--- config.mk ---
export PLATFORM = sky130hd
export DESIGN_NAME = vending_ctrl
export DESIGN_NICKNAME = d
export VERILOG_FILES = /design/src/rtl/vending_ctrl.sv
export SDC_FILE = /design/constraint.sdc
export NUM_CORES = 1
export LEC_CHECK = 0
export BUFFER_PORTS_ARGS = -buffer_cell sky130_fd_sc_hd__buf_4
export CORE_MARGIN = 10
export CORE_UTILIZATION = 50
export CTS_BUF_LIST = sky130_fd_sc_hd__clkbuf_16
export CTS_CLUSTER_SIZE = 12
export DETAILED_ROUTE_END_ITERATION = 7
export PLACE_DENSITY = 0.72
export SLEW_MARGIN = 20
export SYNTH_ARGS = -nofsm -noshare
export SYNTH_HDL_FRONTEND = slang
export SYNTH_SLANG_ARGS = --single-unit
--- constraint.sdc ---
create_clock -name clk -period 2.8 [get_ports clk]
set_input_delay 0.14 -clock clk [delete_from_list [all_inputs] [get_ports clk]]
set_output_delay 0.14 -clock clk [all_outputs]
set_load 0.01 [all_outputs]
--- src/rtl/vending_ctrl.sv ---
// Vending-machine controller: price-table load, coin credit, purchase with change, cancel/refund.
// Optional per-item stock tracking and the sold_out port are enabled with the VEND_STOCK_EN macro.
module vending_ctrl #(
    parameter int ITEMS      = 4,
    parameter int W          = 8,
    parameter int STOCK_INIT = 3,
    localparam int SW        = $clog2(ITEMS + 1)
) (
    input  logic          clk,
    input  logic          rst,
    input  logic          load,
    input  logic [W-1:0]  DI,
    input  logic [W-1:0]  MI,
    input  logic [SW-1:0] sel,
    input  logic          cancel,
    output logic          ready,
    output logic          vld,
    output logic [W-1:0]  MO,
    output logic [SW-1:0] PO
`ifdef VEND_STOCK_EN
    ,
    output logic [ITEMS-1:0] sold_out
`endif
);

    // Output handshake: vld is a one-cycle pulse qualifying MO/PO; both are 0 whenever vld is 0.
    // There is no back-pressure, so the actuator side must accept every pulse it sees.

    typedef enum logic {S_LOAD, S_COLLECT} state_t;

    state_t        state;
    logic [SW-1:0] idx;
    logic [W-1:0]  credit;
    logic [W-1:0]  price [ITEMS];

    logic [W:0]    sum;
    logic [W-1:0]  sum_sat;
    logic [W-1:0]  change;
    logic [W-1:0]  sel_price;
    logic          sel_hit;
    logic          sel_stock;

`ifdef VEND_STOCK_EN
    localparam int ST_W = (STOCK_INIT < 1) ? 1 : $clog2(STOCK_INIT + 1);
    logic [ST_W-1:0] stock [ITEMS];

    always_comb begin
        sold_out = '0;
        for (int i = 0; i < ITEMS; i++) begin
            sold_out[i] = (stock[i] == '0);
        end
    end
`endif

    assign sum     = {1'b0, credit} + {1'b0, MI};
    assign sum_sat = sum[W] ? '1 : sum[W-1:0];
    assign change  = sum[W-1:0] - sel_price;

    // Decode the selection by comparison so codes 0 and >ITEMS never index the table.
    always_comb begin
        sel_price = '0;
        sel_hit   = 1'b0;
        sel_stock = 1'b1;
        for (int i = 0; i < ITEMS; i++) begin
            if (sel == SW'(i + 1)) begin
                sel_hit   = 1'b1;
                sel_price = price[i];
`ifdef VEND_STOCK_EN
                sel_stock = (stock[i] != '0);
`endif
            end
        end
    end

    always_ff @(posedge clk) begin
        if (!rst) begin
            state  <= S_LOAD;
            idx    <= '0;
            credit <= '0;
            ready  <= 1'b0;
            vld    <= 1'b0;
            MO     <= '0;
            PO     <= '0;
            for (int i = 0; i < ITEMS; i++) begin
                price[i] <= '0;
`ifdef VEND_STOCK_EN
                stock[i] <= ST_W'(STOCK_INIT);
`endif
            end
        end else begin
            vld <= 1'b0;
            MO  <= '0;
            PO  <= '0;
            case (state)
                S_LOAD: begin
                    if (load) begin
                        for (int i = 0; i < ITEMS; i++) begin
                            if (idx == SW'(i)) price[i] <= DI;
                        end
                        if (idx == SW'(ITEMS - 1)) begin
                            idx   <= '0;
                            state <= S_COLLECT;
                            ready <= 1'b1;
                        end else begin
                            idx <= idx + 1'b1;
                        end
                    end
                end
                S_COLLECT: begin
                    if (cancel) begin
                        vld    <= 1'b1;
                        MO     <= sum_sat;
                        credit <= '0;
                    end else if (sum[W]) begin
                        // Coin would overflow the credit register: hand it straight back.
                        vld <= 1'b1;
                        MO  <= MI;
                    end else if (sel_hit && sel_stock && (sum >= {1'b0, sel_price})) begin
                        vld    <= 1'b1;
                        PO     <= sel;
                        MO     <= change;
                        credit <= '0;
`ifdef VEND_STOCK_EN
                        for (int i = 0; i < ITEMS; i++) begin
                            if (sel == SW'(i + 1)) stock[i] <= stock[i] - 1'b1;
                        end
`endif
                    end else begin
                        credit <= sum[W-1:0];
                    end
                end
                default: state <= S_LOAD;
            endcase
        end
    end

endmodule

==> results of run 1 <==
-- cell families after synthesis --
| logic type | count (synthesis) | synth area share (%) |
|---|---|---|
| AOI/OAI and AO/OA | 81 | 17.7 |
| xor gates and xnor gates | 10 | 2.69 |
| adders and majority gates | 22 | 8.83 |
| buffers and inverters | 18 | 3.69 |
| DFF | 57 | 44.8 |
| muxes | 10 | 3.07 |
| and+or+nand+nor | 107 | 19.2 |
-- synth_stat cells (2+ instances only) --
| master | number | area [µm²] |
|---|---|---|
| inv_1 | 9 | 33.8 |
| or4bb_1 | 2 | 22.5 |
| ha_1 | 19 | 238 |
| nand3_1 | 3 | 15.0 |
| xor2_1 | 2 | 17.5 |
| nor2_1 | 23 | 86.3 |
| mux2i_1 | 10 | 100 |
| a22oi_1 | 7 | 52.6 |
| a21oi_1 | 15 | 75.1 |
| o22a_1 | 6 | 52.6 |
| a22o_1 | 8 | 70.1 |
| xnor2_1 | 8 | 70.1 |
| o21a_1 | 10 | 75.1 |
| dfxtp_1 | 25 | 500 |
| a21boi_0 | 2 | 15.0 |
| or3_1 | 6 | 37.5 |
| nor3_1 | 3 | 15.0 |
| o22ai_1 | 5 | 31.3 |
| a21o_1 | 2 | 15.0 |
| fa_1 | 2 | 40.0 |
| clkbuf_8 | 5 | 68.8 |
| a211oi_1 | 2 | 15.0 |
| edfxtp_1 | 32 | 961 |
| nor2b_1 | 4 | 25.0 |
| buf_2 | 2 | 10.0 |
| nand2b_1 | 8 | 50.1 |
| o21ai_0 | 11 | 55.1 |
| nand2_1 | 10 | 37.5 |
| nor3b_1 | 3 | 22.5 |
| and2_1 | 32 | 200 |
| o31ai_1 | 3 | 22.5 |
-- cell usage in the layout (no fill, tap or decap), types with 3 or more instances in the layout --
cell type	synthesis	layout
buf_4	0	89
nand2_1	10	8
a22o_1	8	8
o21ai_0	11	8
nor2b_1	4	4
inv_1	9	10
ha_4	0	5
nor2_1	23	23
bufinv_16	0	3
ha_1	19	12
a21oi_1	15	11
o31ai_4	0	3
clkbuf_16	0	9
xnor2_1	8	6
buf_6	0	3
o22a_1	6	6
and2_1	32	32
edfxtp_1	32	32
a21oi_2	1	3
mux2i_1	10	10
dfxtp_2	0	3
o22ai_2	0	4
a22oi_1	7	7
or3_1	6	6
dfxtp_1	25	22
o21a_1	10	10
nand2b_1	8	8
-- timing repair --
action | in CTS | in global routing
gates resized for setup | 17 | 27
setup buffers | 7 | 1
endpoints found under the setup margin | 20 | 20
pin swaps | 18 | 22
-- flip-flops by register name, summed over array words and instances, names as in the netlist --
signal  count
PO          3
idx         3
ready       1
state       1
MO          8
vld         1
credit      8
price      32
-- per-stage QoR --
step	TNS (ps)	instance area, µm²	util, %	cells	worst slack [ps]
final	-4460	4590	72.3	481	-309
after global routing	-6660	4590	72.3	481	-399
after CTS	-4080	4450	70.1	481	-268
after detailed placement	-5250	3970	62.6	458	-365
after global placement	-3860	3970	62.6	458	-267
after floorplan	-756	3330	-	305	-102
-- routing by layer --
metal,vias to the layer above,routed length (µm),track usage (%)
met2,57,4120,27.4
met3,16,435,5.69
met1,1245,3430,17.9
met5,-,0,0
li1,1312,-,-
met4,0,142,5.22
-- worst min-delay path by stage --
stage	startpoint	end	slack, ps	cells after the start
floorplan	sel[2]	PO[2]	280	2
global placement	DI[2]	price[0][2]	440	2
detailed placement	DI[5]	price[1][5]	450	2
CTS	DI[5]	price[1][5]	110	2
global route	DI[6]	price[1][6]	110	2
finish	DI[5]	price[1][5]	110	2
-- where the power goes --
| part | leakage [µW] | total, µW | switching [µW] | internal, µW |
|---|---|---|---|---|
| clock network | 0.000166 | 1240 | 378 | 860 |
| logic | 0.00123 | 448 | 225 | 223 |
| registers | 0.000539 | 935 | 11.9 | 923 |
-- critical path, stage by stage (launching register included) --
cell	delay, ps
dfxtp_2	340
ha_4	170
fa_2	350
buf_4	160
xor2_2	180
ha_2	350
o21a_1	130
o311ai_0	220
nand3_1	190
a31oi_4	120
a21oi_4	350
buf_6	160
nand2_4	70
o31ai_4	230
-- cell type report --
cell class              instances  share of cell area (%)
multi-input cells             230                    42.6
clock inverters                 7                    2.40
clock buffers                   9                    4.91
inverters                       9                   0.736
repair buffers                 92                    15.3
flip-flops and latches         57                    31.9
well taps                      77                    2.10
==> results.cfg, run 1 <==
[setup_path]
regToRegSetupSlack_ps = -310
r2r_end = MO[5]
worst_ep_required_time_ps = 3040
r2r-start = credit[0]
worst_r2r_path_depth = 13
worst-setup-path-type = reg -> reg
critPathArrivalTime_ps = 3350
end_kind = flop
startpoint = credit[0]
crit_path_start_kind = flop
endpoint = MO[5]
cp_max_fo = 5

[drt]
wl_per_cell_um = 16.9
drt_first_pass_iters = 4
wl_mm = 8.13
ant_nets = 0
drt-initial-drc-count = 140
vias = 2630
via_per_inst = 5.47
drc = 0

[cells_and_area]
fin_nets = 443
drive_above_1_share_pct = 37.9
multiInputGateArea_mm2 = 0.00196
diodes = 0
syn_to_final_growth_pct = 40.8
final.fill_count = 448
seqCellArea_mm2 = 0.00147

[global_routing]
grt_pass1_wl_mm = 12.9
grt_usage_pct = 16.0
grt_max_degree = 14
grt_antenna_before_repair = 0
gr-total-overflow = 0
grt_pass1_vias = 2698

[pwr]
power_density_mw_per_mm2 = 571
peakVddDrop_v = 0.000626
finalPower_uw = 2620
p_leak_uw = 0.00193

[clock_network]
numCtsBuffers = 9
htreeDepth = 3
cts_tree = yes
insertion_delay_ps = 330
root_buffer = clkbuf_16
path_clk_slew_ps = 50
hold_buffers = 0
clock_sinks = 57
cts_max_path_buffers = 2

[logic_synthesis]
synth_edf_count = 32
avgSynthCellArea_um2 = 10.7
syn_area_mm2 = 0.00326
syn_inst = 305
async_flop_share_pct = 0
yosys_warnings = 0
syn-num-nets = 349
synthFlopType = edfxtp_1
yosysUniqueCellTypes = 57
synth_seq_area_share_pct = 44.8
synth.ff_latch_count = 57

[run_status]
violations = setup timing
outcome = finished, violations left

[sta]
tightest_slew_ps = 605
min_period_ps = 3110
setup_slack_ps = -309
slew_violations = 0
clock.fmax_mhz = 322
max_slew_margin_pct = 59.2
hold_viol_final = 0
hold_slack_ps = 111
skew_ps = 10.4
rsz0062_at_grt = yes
setup_viol = 20
finalCritPeriodShare_pct = 111

[floorplanning]
fp.dieW_um = 101
ioPinCount = 36
row_count = 29
die-area_mm2 = 0.0101
start_util_pct = 51.3
die_h_um = 101
core_area_mm2 = 0.00635

[placed_design]
gp_congestion = 0.883
numPortBuffers = 35
detailed_place_hpwl_mm = 5.82

[run]
drv_cap = 0

[min_path]
hp-class = in -> reg
Note: power is estimated with default switching activity, not from simulation.
==> run 2, diff against run 1 <==
--- a/config.mk
+++ b/config.mk
@@ -7,11 +7,11 @@
 export LEC_CHECK = 0
 export BUFFER_PORTS_ARGS = -buffer_cell sky130_fd_sc_hd__buf_4
 export CORE_MARGIN = 10
-export CORE_UTILIZATION = 50
+export CORE_UTILIZATION = 53
 export CTS_BUF_LIST = sky130_fd_sc_hd__clkbuf_16
 export CTS_CLUSTER_SIZE = 12
 export DETAILED_ROUTE_END_ITERATION = 7
-export PLACE_DENSITY = 0.72
+export PLACE_DENSITY = 0.76
 export SLEW_MARGIN = 20
 export SYNTH_ARGS = -nofsm -noshare
 export SYNTH_HDL_FRONTEND = slang
==> run 2 against run 1 <==
  * The flow still finishes with violations (setup timing)
  * Flip-flop and latch count is the same
  * Clock skew grew 0.83 ps
  * Final cell count shrank 1.5%
  * Maximum frequency shrank 1.5%
  * Sequential power is essentially flat
  * Die area shrank 4.6%
  * Critical path depth shrank 1
  * Non-clock buffer count shrank 5
  * Setup slack lost 48 ps
  * Design area shrank 3.0%
  * First-iteration DRC count shrank 32%
  * Via count grew 3.9%
==> results.cfg, run 2 (synthesis gave the netlist of run 1 again) <==
[placed_design]
numPortBuffers = 35
detailed_place_hpwl_mm = 5.90
dp_cells = 450
gp_congestion = 0.895

[global_routing]
grt_max_degree = 16
grt_usage_pct = 17.2
grt_antenna_before_repair = 0
gr-total-overflow = 0
grt_pass1_wl_mm = 13.7
grt_pass1_vias = 2859

[pwr]
p_leak_uw = 0.00185
power_density_mw_per_mm2 = 530
peakVddDrop_v = 0.000445

[drt]
drc = 0
vias = 2732
via_per_inst = 5.76
drt-initial-drc-count = 95
ant_nets = 0
wl_mm = 8.61
drt_first_pass_iters = 4
wl_per_cell_um = 18.2

[sta]
skew_ps = 11.2
tightest_slew_ps = 525
max_slew_margin_pct = 64.9
slew_violations = 0
finalCritPeriodShare_pct = 113
min_period_ps = 3160
clock.fmax_mhz = 317
hold_slack_ps = 110
setup_slack_ps = -356
hold_viol_final = 0
setup_viol = 20
rsz0062_at_grt = yes

[setup_path]
worst_ep_required_time_ps = 3040
path_cells = ha_1 > a21o_1 > and3_2 > o21a_1 > or4b_4 > nand3_4 > ha_4 > nor3b_1 > nand3_1 > nand4_1 > nor4_2 > o32ai_2
worst_r2r_path_depth = 12
slowest_stage = or4b_4
end_kind = flop
critPathArrivalTime_ps = 3400
cp_max_fo = 6
worst-setup-path-type = reg -> reg
cpPeakStageDelay_ps = 500
crit_path_start_kind = flop

[clock_network]
cts_max_path_buffers = 2
root_buffer = clkbuf_16
path_clk_slew_ps = 50
insertion_delay_ps = 330
cts_tree = yes
numCtsBuffers = 9
clock_sinks = 57
htreeDepth = 3

[run_status]
outcome = finished, violations left
violations = setup timing

[floorplanning]
core_area_mm2 = 0.00596
die-area_mm2 = 0.00969
fp.dieW_um = 98.4
ioPinCount = 36
row_count = 28
start_util_pct = 54.7
die_h_um = 98.4

[cells_and_area]
fin_util_pct = 74.7
syn_to_final_growth_pct = 36.5
fin_nets = 438
layout_common_cells = buf_4, and2_1, edfxtp_1, nor2_1, dfxtp_1
regMostFlops = price
largest_reg_flops = 32
diodes = 0
final_common_cell = buf_4
largestRegisters = price (32), MO (8), credit (8)
drive_above_1_share_pct = 36.3
fin_cells = 474

[min_path]
worst_hold_path.num_cells = 2
hp-class = in -> reg

[run]
drv_cap = 0
==> run 2: power breakdown <==
part / switching, µW / total [µW] / internal, µW
Clock: 382 / 975 / 593
Combinational: 229 / 448 / 219
Sequential: 12.0 / 935 / 923
==> run 2: metrics by stage <==
step | instance area [µm²] | setup TNS (ps) | worst slack, ps | power, µW
after detailed placement | 3930 | -5690 | -380 | 1320
after CTS | 4370 | -4180 | -265 | 2330
after floorplan | 3330 | -756 | -102 | 1180
final | 4450 | -5380 | -356 | 2360
after global placement | 3930 | -4570 | -299 | 1310
after global routing | 4450 | -7260 | -428 | 2450
==> run 2: worst paths after layout <==
| check | start | end | slack [ps] |
|---|---|---|---|
| worst max-delay path | credit[1] | MO[7] | -360 |
| worst min-delay path | DI[2] | price[3][2] | 110 |
| worst max register to register | credit[1] | MO[7] | -360 |
| worst min register to register | ready | ready | 480 |
==> run 2: area by class of cell <==
cell class                 instances  area (µm²)
inverter                           9        33.8
clock buffer                       9         225
multi-input combinational        230        1920
fill                             408        1510
clock inverter                     7        47.5
timing repair buffer              87         664
sequential                        57        1470
tap                               75        93.8
==> run 2: metal layers <==
layer  global-route usage, %  wire length [µm]  up-vias
met5                       0                 0        -
met4                    7.28               185        0
met3                    5.52               450       19
met2                    30.1              4480       87
met1                    18.6              3490     1314
li1                        -                 -     1312
==> run 2: critical path, delay by kind of cell (launching register included) <==
kind / cells / cell delay, ps
AND/OR/NAND/NOR: 7 / 1700
AO/OA/AOI/OAI: 3 / 510
flip-flops: 1 / 330
adder cells (fa/ha/maj): 2 / 510
==> run 2: what timing repair did <==
action,CTS,global route
setup buffers,7,1
setup endpoints to repair,20,20
pin swaps,16,17
gates resized for setup,22,16
hold buffers,0,0
==> run 3, diff against run 2 <==
--- a/config.mk
+++ b/config.mk
@@ -6,7 +6,7 @@
 export NUM_CORES = 1
 export LEC_CHECK = 0
 export BUFFER_PORTS_ARGS = -buffer_cell sky130_fd_sc_hd__buf_4
-export CORE_MARGIN = 10
+export CORE_MARGIN = 4
 export CORE_UTILIZATION = 53
 export CTS_BUF_LIST = sky130_fd_sc_hd__clkbuf_16
 export CTS_CLUSTER_SIZE = 12
==> run 3 against run 2 <==
  * The run still ends with setup timing left
  * Core utilization decreased by 0.38 points
  * Clock power increased by 22%
  * Maximum frequency decreased by 0.25%
  * Global-route usage increased by 4.7 points
  * Combinational power decreased by 7.4%
  * Sequential share of layout area increased by 0.17 points
  * Critical path type unchanged
  * Die area decreased by 23%
  * Via count decreased by 1.2%
  * Critical path depth increased by 2
  * Final cell count decreased by 1.3%
  * Clock skew decreased by 3.2 ps
  * Setup slack got worse by 7.8 ps
==> results.cfg, run 3 (synthesis gave the netlist of run 1 again) <==
[cells_and_area]
drive_above_1_share_pct = 34.9
syn_to_final_growth_pct = 35.9
final_common_cell = buf_4
layout_common_cells = buf_4, and2_1, edfxtp_1, nor2_1, dfxtp_1
fin_util_pct = 74.3
regMostFlops = price
largestRegisters = price (32), MO (8), credit (8)
diodes = 0
fin_nets = 432
final_area_mm2 = 0.00443
largest_reg_flops = 32
fin_cells = 468

[placed_design]
dp_cells = 446
placed_area_mm2 = 0.00391
gp_congestion = 0.852
detailed_place_hpwl_mm = 5.68
numPortBuffers = 35

[sta]
slew_violations = 0
clock.fmax_mhz = 316
fin_setup_tns_ps = -5980
skew_ps = 8.06
finalCritPeriodShare_pct = 113
setup_slack_ps = -364
tightest_slew_ps = 667
setup_viol = 20
rsz0062_at_grt = yes
min_period_ps = 3160
max_slew_margin_pct = 55.4
hold_viol_final = 0

[drt]
drt-initial-drc-count = 158
vias = 2699
wl_mm = 8.12
wl_per_cell_um = 17.3
ant_nets = 0
via_per_inst = 5.77
drt_first_pass_iters = 5
drc = 0

[clock_network]
root_buffer = clkbuf_16
clock_sinks = 57
cts_tree = yes
insertion_delay_ps = 330
path_clk_slew_ps = 50
htreeDepth = 3
numCtsBuffers = 9
cts_max_path_buffers = 2

[min_path]
hp-class = in -> reg

[pwr]
peakVddDrop_v = 0.000479
power_density_mw_per_mm2 = 575
p_leak_uw = 0.00186

[run_status]
violations = setup timing
outcome = finished, violations left

[setup_path]
cpPeakStageDelay_ps = 370
path_cells = ha_4 > fa_2 > a21o_1 > a21oi_2 > xnor2_2 > ha_1 > and4_1 > a221oi_2 > buf_4 > a21oi_2 > a31oi_4 > a21oi_4 > nor2_4 > a22o_1
cp_max_fo = 8
crit_path_start_kind = flop
critPathArrivalTime_ps = 3420
crit_family = compound AO/OA/AOI/OAI gates
worst_ep_required_time_ps = 3060
end_kind = flop
critPathBufInv = 1
slowest_stage = fa_2
cp_common_cell = a21oi_2
worst-setup-path-type = reg -> reg

[floorplanning]
die_h_um = 86.4
fp.dieW_um = 86.4
row_count = 28
core_area_mm2 = 0.00596
start_util_pct = 54.7
die-area_mm2 = 0.00747
ioPinCount = 36

[global_routing]
gr-total-overflow = 0
grt_pass1_wl_mm = 12.6
grt_antenna_before_repair = 0
grt_pass1_vias = 2666
grt_usage_pct = 21.9
grt_max_degree = 15

[run]
drv_cap = 0
## run 3: worst register-to-register path: stages (launching register included)
cell and delay (ps):
dfxtp_2 330, ha_4 160, fa_2 370, a21o_1 180
a21oi_2 170, xnor2_2 140, ha_1 280, and4_1 200
a221oi_2 260, buf_4 160, a21oi_2 70, a31oi_4 230
a21oi_4 130, nor2_4 250, a22o_1 180
## run 3: power by group
| group | leakage, µW | internal, µW | switching [µW] | total (µW) |
|---|---|---|---|---|
| logic | 0.00116 | 200 | 215 | 415 |
| registers | 0.000539 | 923 | 13.0 | 936 |
| clock network | 0.000160 | 787 | 407 | 1190 |
## run 3: layout make-up
type	count	area (µm²)
Sequential cell	57	1470
Timing Repair Buffer	81	624
Clock buffer	9	225
Clock inverter	7	104
Fill cell	396	1530
Inverter	9	33.8
Multi-Input combinational cell	230	1880
Tap cell	75	93.8
## run 3: timing repair
action	CTS	global route
hold endpoints to repair	0	0
hold buffers	0	0
endpoints found under the setup margin	20	20
pin swaps	6	8
resized for setup	17	12
setup buffers	4	2
## run 3: per-layer routing
layer / share of wire (%) / vias up / GRT usage [%]
li1: - / 1295 / -
met1: 41 / 1299 / 25.7
met3: 5.3 / 23 / 4.75
met2: 51 / 82 / 39.2
met5: 0 / - / 0
met4: 2.5 / 0 / 7.93
## run 3: worst paths after layout
path / from / end / slack (ps) / cells past startpoint
hold / removal: sel[2] / PO[2] / 110 / 3
setup / recovery: credit[0] / credit[0] / -360 / 14
setup reg to reg: credit[0] / credit[0] / -360 / 14
hold reg to reg: ready / ready / 460 / 1
## run 3: through the flow
step                      power [µW]  hold WS (ps)  setup WS [ps]
after floorplan                 1180           275           -102
final                           2550           112           -364
after detailed placement        1320           445           -375
after global placement          1300           443           -268
after CTS                       2520           111           -293
after global routing            2630           120           -468
